===== src/rtl/booth_radix4_seq.sv =====
// Iterative radix-4 Booth multiplier with a valid/ready handshake on both sides. It retires one Booth digit per clock.
// Optional BOOTH_ZERO_SKIP_EN: a zero operand goes straight to DONE with a zero product.
//
// state  | meaning
// S_IDLE | ready for an operand pair
// S_CALC | one Booth digit retired per clock, cnt_q counts down
// S_DONE | product held until out_ready
module booth_radix4_seq #(
   parameter int WIDTH = 8
) (
   input  logic                 clk,
   input  logic                 reset,
   input  logic                 in_valid,
   output logic                 in_ready,
   input  logic [WIDTH-1:0]     a,
   input  logic [WIDTH-1:0]     b,
   input  logic                 signed_mode,
   output logic                 out_valid,
   input  logic                 out_ready,
   output logic [2*WIDTH-1:0]   product
);

   localparam int N  = WIDTH / 2 + 1;
   localparam int E  = WIDTH + 2;
   localparam int A  = WIDTH + 3;
   localparam int CW = $clog2(N + 1);

   if ((WIDTH % 2) != 0 || WIDTH < 4) begin : g_bad_width
      $error("booth_radix4_seq: WIDTH must be even and >= 4");
   end

   typedef enum logic [1:0] {S_IDLE, S_CALC, S_DONE} state_t;

   state_t          state_q, state_d;
   logic [A-1:0]    acc_q;
   logic [E-1:0]    m_q;
   logic [E-1:0]    q_q;
   logic            qm1_q;
   logic [CW-1:0]   cnt_q;

   logic            zero_op;
   logic            last_iter;
   logic [A-1:0]    m_ext;
   logic [A-1:0]    sel;
   logic [A-1:0]    acc_sum;
   logic [A+E:0]    shifted;

`ifdef BOOTH_ZERO_SKIP_EN
   assign zero_op = (a == '0) || (b == '0);
`else
   assign zero_op = 1'b0;
`endif

   assign last_iter = (cnt_q == '0);

   always_ff @(posedge clk) begin
      if (reset) state_q <= S_IDLE;
      else       state_q <= state_d;
   end

   always_comb begin
      state_d   = state_q;
      in_ready  = 1'b0;
      out_valid = 1'b0;
      case (state_q)
         S_IDLE: begin
            in_ready = 1'b1;
            if (in_valid) state_d = zero_op ? S_DONE : S_CALC;
         end
         S_CALC: if (last_iter) state_d = S_DONE;
         S_DONE: begin
            out_valid = 1'b1;
            if (out_ready) state_d = S_IDLE;
         end
         default: state_d = S_IDLE;
      endcase
   end

   // One extra bit on the multiplicand so +/-2M always fits in the accumulator
   always_comb begin
      m_ext = {m_q[E-1], m_q};
      sel   = '0;
      case ({q_q[1:0], qm1_q})
         3'b001, 3'b010: sel = m_ext;
         3'b011:         sel = m_ext << 1;
         3'b100:         sel = -(m_ext << 1);
         3'b101, 3'b110: sel = -m_ext;
         default:        sel = '0;
      endcase
      acc_sum = acc_q + sel;
      shifted = $signed({acc_sum, q_q, qm1_q}) >>> 2;
   end

   always_ff @(posedge clk) begin
      if (reset) begin
         acc_q   <= '0;
         m_q     <= '0;
         q_q     <= '0;
         qm1_q   <= 1'b0;
         cnt_q   <= '0;
         product <= '0;
      end else begin
         case (state_q)
            S_IDLE: if (in_valid) begin
               m_q   <= {{2{signed_mode & a[WIDTH-1]}}, a};
               q_q   <= {{2{signed_mode & b[WIDTH-1]}}, b};
               acc_q <= '0;
               qm1_q <= 1'b0;
               cnt_q <= CW'(N - 1);
               if (zero_op) product <= '0;
            end
            S_CALC: begin
               acc_q <= shifted[A+E:E+1];
               q_q   <= shifted[E:1];
               qm1_q <= shifted[0];
               if (last_iter) product <= shifted[2*WIDTH:1];
               else           cnt_q   <= cnt_q - 1'b1;
            end
            default: ;
         endcase
      end
   end

endmodule


===== config.mk =====
export PLATFORM = sky130hd
export DESIGN_NAME = booth_radix4_seq
export DESIGN_NICKNAME = d
export VERILOG_FILES = /design/src/rtl/booth_radix4_seq.sv
export SDC_FILE = /design/constraint.sdc
export NUM_CORES = 1
export LEC_CHECK = 0
export ABC_CLOCK_PERIOD_IN_PS = 8770
export BUFFER_PORTS_ARGS = -buffer_cell sky130_fd_sc_hd__buf_2
export CORE_ASPECT_RATIO = 0.8
export CORE_UTILIZATION = 30
export DETAILED_ROUTE_END_ITERATION = 7
export GPL_TIMING_DRIVEN = 0
export SLEW_MARGIN = 25
export SYNTH_ARGS = -nofsm -noshare
export SYNTH_HDL_FRONTEND = slang
export SYNTH_SLANG_ARGS = --single-unit

===== constraint.sdc =====
create_clock -name clk -period 8.77 [get_ports clk]
set_clock_uncertainty 0.15 [all_clocks]
set_input_delay 2.631 -clock clk [delete_from_list [all_inputs] [get_ports clk]]
set_output_delay 2.631 -clock clk [all_outputs]
set_load 0.02 [all_outputs]

==> results.md <==
- Ranked by total cell area, the synthesized netlist is headed by sky130_fd_sc_hd__dfxtp_1, sky130_fd_sc_hd__nand2_1, sky130_fd_sc_hd__a21oi_1.
- The highest fanout seen on the critical path is 10.
- The run finished, with violations left.
- The die area is 10100 µm².
- The async set-reset flop share out of synthesis is 0.
- The internal cell power is 0.000438 W.
- The most used flip-flop cell after synthesis is sky130_fd_sc_hd__dfxtp_1.
- In this run, the number of DRC markers left after iteration 0 of detailed routing was 179.
- The number of ports placed on the die boundary is 39.
- The buffer type at the clock tree root is sky130_fd_sc_hd__clkbuf_16.
- The number of levels the H-tree was split into is 2.
- Port buffering added 37 buffers.
- After synthesis the cells add up to 2910 µm².
- The number of hold-slack violations in the final timing report came to 0.
- The number of endpoints failing setup at the final stage is 0.
- The total area inside the core boundary comes to 9230 µm².
- The number of max-slew violations in the final report is 0.
- The class of the tightest hold or removal check is flop to flop.
- The transition at the pin with the smallest max-transition slack is 733 ps.
- Of the total power, the share spent switching nets is 0.312.
- In this run the most used layer during global routing was met1.
- The die is 90.1 µm tall.
- The count of flip-flops with a built-in enable after synthesis is 0.
- The routed layout has 2841 vias.
- Entering global routing, the biggest net connects 15 pins.
- The synthesized net count is 421.
- The largest total area in the synthesized netlist belongs to sky130_fd_sc_hd__dfxtp_1.
- The critical path class is primary input to flop.
- sky130_fd_sc_hd__nand2_1 is the most common cell in the netlist.
- The commonest cells after synthesis are sky130_fd_sc_hd__nand2_1, sky130_fd_sc_hd__dfxtp_1, sky130_fd_sc_hd__a21oi_1, sky130_fd_sc_hd__nor2_1, sky130_fd_sc_hd__clkbuf_1.
- The global routing usage on met2 is 0.226.
- Counting distinct cell types in the post-synthesis netlist gives 49.
- The proportion of power drawn by the clock network is 0.342.
- The last weighted congestion value of the routability-driven placer is 0.881.
- Clock-pin slew was measured on the worst setup and hold paths at 60 ps.
- The post-synthesis sequential element count is 50.
- Max-cap violations in this run came to 0.
- The worst supply voltage drop on vdd is 94.2 µV.
- The portion of total power attributed to combinational logic is 0.260.
- The first global-routing pass estimated 13.0 mm of wire.
- Counting I/O delays and the setup requirement, the final critical path takes 4000 ps.
- The average cell area after synthesis is 7.56 µm².
- For the worst setup path, the data arrival time is 4050 ps.
- The initial antenna violation count came to 0.
- TritonCTS built the clock tree.
- The via count of the first global-routing pass is 2611.
- The per-cell routed wire length is 14.3 µm.
- In the global route stage, overall resource usage came out at 0.159.
- The final reports fail on DRC.
- Once detail routing completed, the nets flagged for antenna violations numbered 0.
- For this configuration, the core starts out at a cell density of 0.315.
- The via-per-instance ratio is 5.21.
- The leakage dissipation is 1.40 nW.
- STA classifies the critical path endpoint as a flop.
- The first-pass detailed-route iteration total is 6.
- Yosys printed 0 warnings.
- Global routing finished with a remaining overflow of 0.
- Of the total power, registers draw 0.398.
- In this run the post-CTS setup repair buffer count came out at 0.
- The portion of the clock cycle consumed by the worst path in the final layout is 0.456.
- The sequential share of the synthesized area is 0.344.
- In the routed design, unresolved DRC markers number 2.
- The worst hold path stage count is 2.
- The global-route met1 utilization is 0.247.
- Headroom to the max-slew limit came out at 0.510.
- The number of rows in the core area is 31.
- Hold repair after CTS inserted 0 buffers.
- The share of synthesized area in the top cell type comes to 0.344.
- The number of gates resized after CTS is 0.
- At the end of the flow, the number of nets in the layout was 465.
- The instance count of the mapped netlist is 385.
- The clock reaches the later pin of the worst-skew pair after 290 ps.
- Relative to the synthesized area, the layout overhead comes to 16.9%.
- The setup check on the worst reg-to-reg path leaves a slack of 5010 ps.
- The buffer depth of the longest clock path is 2.
- The path depth of the worst reg2reg path is 15.
- The die is 112 µm wide.
- The repair_antennas step left the layout with diodes totalling 0.
- For the worst setup path, the data required time is 8820 ps.
- The power density relative to cell area is 187 nW/µm².
- The switching power summed over all nets is 0.000198 W.
- Across all hold checks on the routed design, the worst slack comes to 299 ps.
- The clock sink count is 50.
- The clock buffer count from CTS is 5.
- The post-detailed-placement half-perimeter wirelength is 5.98 mm.
- The total negative slack is 0 ps.
- The wire length reported by the detailed router is 7.80 mm.
- The met3 usage in global routing is 0.0351.
- The launching element type of the critical path is a primary input.
- The filler cell count in the final layout is 1019.
- The share of layout cells above drive strength 1 is 0.116.
- Setup repair after global routing left no endpoint under its margin.
- The fmax is 0.250 GHz.
==> layout make-up <==
cell class,count,area [µm²],share of cell area
multi-input combinational,302,1770,0.521
sequential,50,1000,0.294
timing repair buffer,37,185,0.0545
tap,115,144,0.0423
clock buffer,7,133,0.0390
buffer,26,111,0.0327
clock inverter,1,30.0,0.00883
inverter,7,26.3,0.00773
==> power groups by stage <==
stage	clock network [W]	logic, W	registers [W]
after floorplan	0	0.000117	0.000260
after global placement	0	0.000162	0.000258
after detailed placement	0	0.000163	0.000258
after CTS	0.000222	0.000164	0.000253
after global routing	0.000229	0.000184	0.000255
final	0.000217	0.000166	0.000253
==> placed cells by master, fill, tap and decap left out, types with 2 or more instances in the layout <==
cell type and instances:
sky130_fd_sc_hd__nand2_1 81, sky130_fd_sc_hd__dfxtp_1 50, sky130_fd_sc_hd__a21oi_1 40, sky130_fd_sc_hd__buf_2 39, sky130_fd_sc_hd__nor2_1 37, sky130_fd_sc_hd__clkbuf_1 22, sky130_fd_sc_hd__ha_1 14, sky130_fd_sc_hd__xnor2_1 11
sky130_fd_sc_hd__o21ai_0 11, sky130_fd_sc_hd__nor3_1 11, sky130_fd_sc_hd__nand3_1 10, sky130_fd_sc_hd__a22oi_1 9, sky130_fd_sc_hd__a311oi_1 9, sky130_fd_sc_hd__inv_1 7, sky130_fd_sc_hd__nor2b_1 7, sky130_fd_sc_hd__xor2_1 5
sky130_fd_sc_hd__clkbuf_16 5, sky130_fd_sc_hd__o21a_1 4, sky130_fd_sc_hd__nand2b_1 4, sky130_fd_sc_hd__or3_1 4, sky130_fd_sc_hd__a21o_1 4, sky130_fd_sc_hd__a22o_1 4, sky130_fd_sc_hd__and2_1 3, sky130_fd_sc_hd__a221oi_1 3
sky130_fd_sc_hd__a211oi_1 3, sky130_fd_sc_hd__o21bai_1 3, sky130_fd_sc_hd__buf_1 2, sky130_fd_sc_hd__mux2i_1 2, sky130_fd_sc_hd__nor4_1 2, sky130_fd_sc_hd__o31a_1 2, sky130_fd_sc_hd__nand4_1 2
==> flip-flops by register name, indices dropped and copies added, names as in the netlist <==
signal   flops
acc_q        9
cnt_q        3
m_q          9
product     16
q_q         10
qm1_q        1
state_q      2
==> worst paths after layout <==
kind,start,endpoint
worst max-delay path,in_valid,q_q[9]
worst min-delay path,product[4],product[4]
worst max register to register,m_q[0],acc_q[9]
worst min register to register,product[4],product[4]
==> routing by layer <==
layer / wire length (µm) / vias to the layer above
met2: 3150 / 71
met5: 0 / -
met1: 4250 / 1332
met3: 367 / 6
li1: - / 1432
met4: 29 / 0
==> logic make-up (layout without fill, tap and decap cells) <==
group,after synthesis,in the layout,share of synthesized area
AO/OA/AOI/OAI,102,102,0.230
XOR/XNOR,17,17,0.0563
adder cells (fa/ha/maj),15,15,0.0671
buffers and inverters,33,78,0.0473
flip-flops,50,50,0.344
multiplexers,2,2,0.00688
AND/OR/NAND/NOR,166,166,0.249
==> per-stage QoR <==
stage	instances	total power, W	util	setup slack (ps)	cell area, µm²
6_report	545	0.000636	0.368	4770	3400
5_1_grt	545	0.000669	0.368	4600	3400
4_1_cts	545	0.000638	0.368	4820	3400
3_5_place_dp	537	0.000421	0.351	4520	3240
3_3_place_gp	537	0.000420	0.351	4530	3240
2_1_floorplan	385	0.000377	-	5020	2910
==> worst max-delay path, stage by stage <==
cell                       delay [ps]
sky130_fd_sc_hd__buf_2             90
sky130_fd_sc_hd__nor2_1            50
sky130_fd_sc_hd__nor2_1           560
sky130_fd_sc_hd__clkbuf_1         440
sky130_fd_sc_hd__nor2_1            70
sky130_fd_sc_hd__a211oi_1         190
Note: power is estimated with default switching activity, not from simulation.
